**src/rtl/mem_rd_pkg.sv**
```systemverilog
// Shared constants, FSM state type and memory rdwr encodings for the burst reader.
package mem_rd_pkg;

  localparam int MEM_DEPTH = 4096;
  localparam int ADDR_W    = $clog2(MEM_DEPTH);
  localparam int DATA_W    = 16;
  localparam int LEN_W     = ADDR_W + 1;

  typedef enum logic [1:0] {
    IDLE,
    RUN,
    DONE
  } state_t;

  localparam logic RD = 1'b0;
  localparam logic WR = 1'b1;

  function automatic logic rdwr_code(input logic is_write);
    return is_write ? WR : RD;
  endfunction

endpackage

```
**src/rtl/mem_rd_fifo2.sv**
```systemverilog
// Two-entry synchronous FIFO that buffers read data between the memory and the consumer.
module mem_rd_fifo2 #(
  parameter int W = 16
) (
  input  logic         clock,
  input  logic         reset_n,
  input  logic         push,
  input  logic         pop,
  input  logic [W-1:0] din,
  output logic [W-1:0] dout,
  output logic         full,
  output logic         empty,
  output logic [1:0]   count
);

  logic [W-1:0] slots [2];
  logic         wr_ptr;
  logic         rd_ptr;
  logic         do_push;
  logic         do_pop;

  assign empty   = (count == 2'd0);
  assign full    = (count == 2'd2);
  assign do_pop  = pop && !empty;
  // A full FIFO can still take a word in the same cycle its head leaves.
  assign do_push = push && (!full || do_pop);
  assign dout    = slots[rd_ptr];

  always_ff @(posedge clock or negedge reset_n) begin
    if (!reset_n) begin
      slots[0] <= '0;
      slots[1] <= '0;
      wr_ptr   <= 1'b0;
      rd_ptr   <= 1'b0;
      count    <= 2'd0;
    end else begin
      if (do_push) begin
        slots[wr_ptr] <= din;
        wr_ptr        <= ~wr_ptr;
      end
      if (do_pop) begin
        rd_ptr <= ~rd_ptr;
      end
      count <= count + {1'b0, do_push} - {1'b0, do_pop};
    end
  end

endmodule

```
**src/rtl/mem_burst_reader.sv**
```systemverilog
// Burst read initiator for the 4096 x 16 synchronous memory, streaming words over valid/ready.
// Optional MEM_BURST_READER_CHECKSUM_EN adds a running sum of accepted words on port checksum.
module mem_burst_reader #(
  parameter int ADDR_W = mem_rd_pkg::ADDR_W,
  parameter int DATA_W = mem_rd_pkg::DATA_W,
  parameter int LEN_W  = mem_rd_pkg::LEN_W
) (
  input  logic              clock,
  input  logic              reset_n,
  input  logic              start,
  input  logic [ADDR_W-1:0] base_addr,
  input  logic [LEN_W-1:0]  length,
  output logic              busy,
  output logic              done,
  output logic [ADDR_W-1:0] mem_addr,
  output logic [DATA_W-1:0] mem_datain,
  output logic              mem_rdwr,
  output logic              mem_en,
  input  logic [DATA_W-1:0] mem_dataout,
  output logic [DATA_W-1:0] out_data,
  output logic              out_valid,
  input  logic              out_ready
`ifdef MEM_BURST_READER_CHECKSUM_EN
  ,
  output logic [DATA_W-1:0] checksum
`endif
);

  import mem_rd_pkg::*;

  state_t            state;
  state_t            state_nx;
  logic [ADDR_W-1:0] base_q;
  logic [LEN_W-1:0]  len_q;
  logic [LEN_W-1:0]  issued;
  logic [LEN_W-1:0]  accepted;
  logic              inflight;
  logic              hs;
  logic              last_hs;
  logic              accept_start;
  logic [2:0]        occupancy;
  logic [DATA_W-1:0] fifo_dout;
  logic              fifo_full;
  logic              fifo_empty;
  logic [1:0]        fifo_count;

  assign hs           = out_valid && out_ready;
  assign accept_start = (state == IDLE) && start;
  assign last_hs      = hs && (accepted == len_q - LEN_W'(1));
  // A slot freed by this cycle's handshake counts as free, which keeps one word per cycle.
  assign occupancy    = {1'b0, fifo_count} + {2'b0, inflight} - {2'b0, hs};

  assign mem_datain = '0;
  assign mem_rdwr   = rdwr_code(1'b0);
  assign mem_addr   = mem_en ? (base_q + issued[ADDR_W-1:0]) : '0;
  assign out_valid  = !fifo_empty;
  assign out_data   = fifo_empty ? '0 : fifo_dout;

  always_ff @(posedge clock or negedge reset_n) begin
    if (!reset_n) begin
      state <= IDLE;
    end else begin
      state <= state_nx;
    end
  end

  always_comb begin
    state_nx = state;
    busy     = 1'b0;
    done     = 1'b0;
    mem_en   = 1'b0;
    case (state)
      IDLE: begin
        if (start) begin
          state_nx = (length == '0) ? DONE : RUN;
        end
      end
      RUN: begin
        busy   = 1'b1;
        mem_en = (issued < len_q) && (occupancy < 3'd2);
        if (last_hs) begin
          state_nx = DONE;
        end
      end
      DONE: begin
        done     = 1'b1;
        state_nx = IDLE;
      end
      default: state_nx = IDLE;
    endcase
  end

  always_ff @(posedge clock or negedge reset_n) begin
    if (!reset_n) begin
      base_q   <= '0;
      len_q    <= '0;
      issued   <= '0;
      accepted <= '0;
      inflight <= 1'b0;
    end else begin
      inflight <= mem_en;
      if (accept_start) begin
        base_q   <= base_addr;
        len_q    <= length;
        issued   <= '0;
        accepted <= '0;
      end else begin
        if (mem_en) begin
          issued <= issued + LEN_W'(1);
        end
        if (hs) begin
          accepted <= accepted + LEN_W'(1);
        end
      end
    end
  end

  mem_rd_fifo2 #(
    .W(DATA_W)
  ) u_fifo (
    .clock  (clock),
    .reset_n(reset_n),
    .push   (inflight && (!fifo_full || hs)),
    .pop    (hs),
    .din    (mem_dataout),
    .dout   (fifo_dout),
    .full   (fifo_full),
    .empty  (fifo_empty),
    .count  (fifo_count)
  );

`ifdef MEM_BURST_READER_CHECKSUM_EN
  always_ff @(posedge clock or negedge reset_n) begin
    if (!reset_n) begin
      checksum <= '0;
    end else if (accept_start) begin
      checksum <= '0;
    end else if (hs) begin
      checksum <= checksum + out_data;
    end
  end
`endif

endmodule

```
**config.mk**
```make
export PLATFORM = sky130hd
export DESIGN_NAME = mem_burst_reader
export DESIGN_NICKNAME = d
export VERILOG_FILES = /design/src/rtl/mem_rd_pkg.sv /design/src/rtl/mem_rd_fifo2.sv /design/src/rtl/mem_burst_reader.sv
export SDC_FILE = /design/constraint.sdc
export NUM_CORES = 1
export LEC_CHECK = 0
export CORE_UTILIZATION = 45
export DETAILED_ROUTE_END_ITERATION = 16
export GPL_ROUTABILITY_DRIVEN = 0
export HOLD_SLACK_MARGIN = 0.03
export PLACE_DENSITY_LB_ADDON = 0.3
export SLEW_MARGIN = 0
export SYNTH_ARGS = -nofsm -noshare
export SYNTH_HDL_FRONTEND = slang
export SYNTH_HIERARCHICAL = 1
export SYNTH_SLANG_ARGS = --single-unit
```
**constraint.sdc**
```tcl
create_clock -name clock -period 5.33 [get_ports clock]
set_input_delay 1.066 -clock clock [delete_from_list [all_inputs] [get_ports clock]]
set_output_delay 1.066 -clock clock [all_outputs]
set_load 0.01 [all_outputs]
```
# [Yosys cells after proc, flatten, opt, wreduce, memory -nomap -nowiden]
# Cells that the tools add are included.
# Widths: inputs -> output; s select.
[totals] reg_bits=90 latchBits=0 ramBits=0 romBits=0 input_bits=45 out_inout_bits=49 word_cells=71 memories=0
[classes] addsub=8 multipliers=0 n_div=0 n_lt_le_gt_ge=5 eq_ne=6 n_shift=0 n_mux=19 bitwise=4 n_reduce_logical=18
[op_table] cell="$mux 16" n=5
[op_table] cell="$mux 13" n=4
[op_table] cell="$bwmux 32" n=1
[op_table] cell="$add 13x1->13 const B" n=2
[op_table] cell="$demux 16 s1" n=1
[op_table] cell="$eq 13x13->1" n=1
[op_table] cell="$logic_not 13->1" n=1
[op_table] cell="$lt 13x13->1" n=1
[op_table] cell="$sub 13x1->13 const B" n=1
[op_table] cell="$add 12x12->12" n=1
[op_table] cell="$mux 12" n=1
[op_table] cell="$logic_and 1x1->1" n=8
[op_table] cell="$mux 2" n=3
[op_table] cell="$eq 2x2->1 const B" n=2
[op_table] cell="$ge 2x2->1 const B" n=2
[op_table] cell="$logic_not 2->1" n=2
[op_table] cell="$ne 2x2->1 const B" n=2
[op_table] cell="$not 1->2" n=2
[op_table] cell="$pmux 2 s2" n=1
[op_table] cell="$reduce_bool 2->1" n=2
[op_table] cell="$add 2x1->3" n=1
[op_table] cell="$lt 3x2->1 const B" n=1
[op_table] cell="$mux 1" n=3
[op_table] cell="$sub 3x1->3" n=1
[op_table] cell="other kinds (8)" n=11

# [Depth between registers and ports, before layout]
[logic_depth] ltp_word=9 mapped_depth=12 mapped_depth_nobuf=11

# [Cells and area by module]
# Netlist, hierarchy kept.
[by_module_without_submodules] module="mem_burst_reader" n_inst=1 cells_each=481 area_per_inst_um2=4066.4 seq_area_each_um2=1351.3
[by_module_without_submodules] module="mem_rd_fifo2" n_inst=1 cells_each=107 area_per_inst_um2=1694.1 seq_area_each_um2=900.9

# [Worst setup path after synthesis]
# OpenSTA, ideal clock, no wires.
[synth_timing] kind="input to output" from="in out_ready" to="out mem_addr[6]" arrival_ps=3569 required_time_ps=4264 slack_ps=695 path_stages=11 n_path_buf=2 path_cell_list="nor2b_1 -> buf_2 -> ha_1 -> nand2b_1 -> fa_1 -> xnor2_1 -> nand4b_1 -> a21o_1 -> a211o_1 -> clkbuf_1 -> nor3b_1"
[synth_between] elab_chain_len=6
[synth_rtl] element="start, declared" line="mem_burst_reader.sv:22" source="input logic out_ready"
[synth_rtl] element="$logic_and 1x1->1" line="mem_burst_reader.sv:47" source="assign hs = out_valid && out_ready;"
[synth_rtl] element="net hs" line="mem_burst_reader.sv:38" source="logic hs;"
[synth_rtl] element="$sub 3x1->3" line="mem_burst_reader.sv:51" source="assign occupancy = {1'b0, fifo_count} + {2'b0, inflight} - {2'b0, hs};"
[synth_rtl] element="$lt 3x2->1" line="mem_burst_reader.sv:80" source="mem_en = (issued < len_q) && (occupancy < 3'd2);"
[synth_rtl] element="$logic_and 1x1->1" line="mem_burst_reader.sv:80"
[synth_rtl] element="$mux 1" line="mem_burst_reader.sv:72" source="case (state)"
[synth_rtl] element="$mux 12" line="mem_burst_reader.sv:55" source="assign mem_addr = mem_en ? (base_q + issued[ADDR_W-1:0]) : '0;"
[synth_rtl] element="end, declared" line="mem_burst_reader.sv:15" source="output logic [ADDR_W-1:0] mem_addr,"
# The timed path passes the listed nets, and every way through them passes these cells.

# [Worst setup path in the final report]
[layout_timing] from="in out_ready" to="out mem_en"
[layout_between] elab_chain_len=5
[layout_rtl] element="$logic_and 1x1->1" line="mem_burst_reader.sv:47"
[layout_rtl] element="$sub 3x1->3" line="mem_burst_reader.sv:51"
[layout_rtl] element="$lt 3x2->1" line="mem_burst_reader.sv:80"
[layout_rtl] element="$logic_and 1x1->1" line="mem_burst_reader.sv:80"
[layout_rtl] element="$mux 1" line="mem_burst_reader.sv:72"
[layout_rtl] element="end, declared" line="mem_burst_reader.sv:18" source="output logic mem_en,"
# Every way passes these cells.

==> results.sh <==
export IMPL_vdd_drop_max_uv=394
export IMPL_drive_above_1_share_pct=15.5
export IMPL_holdBufCountCts=0
export IMPL_ant_nets=0
export IMPL_slowest_delay_ns=0.52
export IMPL_p_comb_share_pct=49.1
export IMPL_p_seq_share_pct=31.7
export IMPL_clock_latency_ns=0.35
export IMPL_crit_chain="clkdlybuf4s50_1 > nor2b_2 > ha_1 > nand2b_1 > fa_1 > xnor2_1 > nand4b_1 > a21o_1 > a211o_4 > inv_4 > buf_4 > clkdlybuf4s50_1"
export IMPL_crit_slowest_cell="clkdlybuf4s50_1"
export IMPL_vias=4493
export IMPL_hpwlAfterDp_um=9080
export IMPL_clockRootBuffer="clkbuf_16"
export IMPL_r2r_slack_ns=2.24
export IMPL_pre_cts_slack_ns=-0.0654
export IMPL_relSlewSlack_pct=25.4
export IMPL_p_leak_nw=3.30
export IMPL_port_buffers=76
export IMPL_grt_antenna_before_repair=0
export IMPL_cts_sinks=90
export IMPL_internal_power_mw=2.24
export IMPL_synth_cells=588
export IMPL_path_common_cell="clkdlybuf4s50_1"
export IMPL_yosys_most_used_dff="dfrtp_1"
export IMPL_yosysSeqAreaShare_pct=39.1
export IMPL_grt_pass1_vias=4473
export IMPL_layout_setup_ws_ns=0.175
export IMPL_rows=40
export IMPL_drt_iter0_drc=360
export IMPL_yosysTopAreaCellShare_pct=39.1
export IMPL_synth_edf_count=0
export IMPL_power_frac_clock_pct=19.2
export IMPL_syn_to_final_growth_pct=21.3
export IMPL_drv_slew=0
export IMPL_wirelength_um=12900
export IMPL_place_inst=821
export IMPL_worstSetupPathType="in2out"
export IMPL_period_share_pct=96.7
export IMPL_power_density_nw_per_um2=497
export IMPL_core_area_um2=12300
export IMPL_wl_per_cell_um=15.4
export IMPL_fmax_mhz=194
export IMPL_drt_pass1_iter_count=4
export IMPL_grt_usage_pct=20.9
export IMPL_synthDistinctLibCells=59
export IMPL_yosys_cell_count_top_type="dfrtp_1"
export IMPL_avgSynthCellArea_um2=9.80
export IMPL_die_x_um=115
export IMPL_final_nets=739
export IMPL_ys_ff_latch=90
export IMPL_hold_violations=0
export IMPL_cts_buffers=9
export IMPL_initial_utilization_pct=47.0
export IMPL_synth_commonest_cells="dfrtp_1, nand2_1, nor2_1"
export IMPL_critPathCaptureType="primary output"
export IMPL_yosys_top_cells_area="dfrtp_1, ha_1, mux2_2"
export IMPL_path_max_fanout=7
export IMPL_layout_cells_non_filler=837
export IMPL_switchingPower_mw=1.23
export IMPL_tightest_slew_ns=1.11
export IMPL_async_flop_share_pct=100
export IMPL_min_path_type="reg2reg"
export IMPL_arrival_ns=4.09
export IMPL_grt_overflow=0
export IMPL_cts_tree="built"
export IMPL_io_pins=94
export IMPL_dieArea_um2=13300
export IMPL_cts_path_max_buffers=2
export IMPL_drc=0
export IMPL_yosys_warnings=6
export IMPL_rsz0062_at_grt="false"
export IMPL_synth_area_um2=5760
export IMPL_grt_pass1_wl_um=21500
export IMPL_htree_levels=3
export IMPL_grt_start_max_net_pins=63
export IMPL_path_clk_slew_ns=0.07
export IMPL_die_y_um=115
export IMPL_power_total_mw=3.47
export IMPL_worstPathRequired_ns=4.26
export IMPL_status="finished clean"
export IMPL_viasPerCell=5.37
export IMPL_period_needed_ns=5.16
export IMPL_diodes=0
export IMPL_setup_violations=0
export IMPL_yosysTopAreaCell="dfrtp_1"
export IMPL_worstSetupStartpointType="input pin"
export IMPL_fin_worst_skew_ns=0.00810
export IMPL_swShare_pct=35.5
export IMPL_cap_violations=0
## through the flow
stage	utilization [%]	area [µm²]	hold WS [ns]	setup TNS, ns
6_report	57.0	6990	0.489	0
5_1_grt	57.0	6990	0.517	0
4_1_cts	56.7	6960	0.491	0
3_5_place_dp	54.2	6640	0.473	-0.111
3_3_place_gp	54.2	6640	0.465	-0.0405
2_1_floorplan	-	5820	0.452	0
## logic make-up after synthesis
group	after synthesis	synth area share, %
mux	65	13.6
compound gates	88	10.4
simple gates	218	19.5
buf+inv	64	5.73
xor+xnor	32	4.87
flops	90	39.1
fa+ha+maj	30	6.78
other cells	1	0.0651
## metal layers
layer / part of all wire (%) / GRT usage [%] / vias up
met1: 45 / 26.2 / 2195
li1: - / - / 2166
met2: 48 / 34.9 / 117
met5: 0 / 0 / -
met3: 5.4 / 5.48 / 15
met4: 1.7 / 7.36 / 0
## repair_timing
item	CTS	global route
pin swaps	0	1
gates resized for setup	3	12
setup buffers	0	0
setup endpoints to repair	5	12
## final cells by class
type,count,area (µm²)
well taps,168,210
repair buffers,86,858
fillers,1068,5280
clock inverters,7,81.3
flip-flops and latches,90,2250
multi-input cells,450,3250
clock buffers,9,225
inverters,27,104
## flip-flops by register name (all words and copies together), names as in the netlist
register / cells
issued: 13
u_fifo/rd_ptr: 1
u_fifo/slots: 32
base_q: 12
len_q: 13
u_fifo/wr_ptr: 1
inflight: 1
accepted: 13
state: 2
u_fifo/count: 2
## worst paths after layout
path	depth (start not counted)	endpoint	from
setup / recovery	12	mem_en	out_ready
hold / removal	2	base_q[5]	base_q[5]
setup reg to reg	11	issued[9]	u_fifo/count[1]
hold reg to reg	2	base_q[5]	base_q[5]
max in group asynchronous	2	base_q[11]	reset_n
min in group asynchronous	1	accepted[11]	reset_n
## power by group through the flow
stage,combinational [mW],clock (mW),sequential (mW)
5_1_grt,1.85,0.717,1.13
6_report,1.70,0.666,1.10
3_5_place_dp,1.69,0,1.11
3_3_place_gp,1.65,0,1.09
2_1_floorplan,1.12,0,1.02
4_1_cts,1.72,0.687,1.10
## worst max-delay path, delay by kind of cell
kind	cells	cell delay (ns)
buf+inv	4	1.21
fa+ha+maj	2	0.61
compound gates	2	0.55
simple gates	3	0.49
xor+xnor	1	0.16
## cells in the final DEF, fill, tap and decap left out, drive strengths merged, types with 5 or more instances in the layout
cell type	count
a2111oi	6
a21o	10
a21oi	19
a31oi	5
and3	6
buf	11
clkbuf	9
clkdlybuf4s50	65
conb	17
dfrtp	90
dlymetal6s2s	10
ha	28
inv	32
mux2	48
mux2i	17
nand2	75
nand2b	6
nand3	18
nand4	12
nor2	31
nor2b	22
nor3	12
o21ai	28
or2	12
xnor2	19
xor2	13
Power figures use the tool's default switching activity.
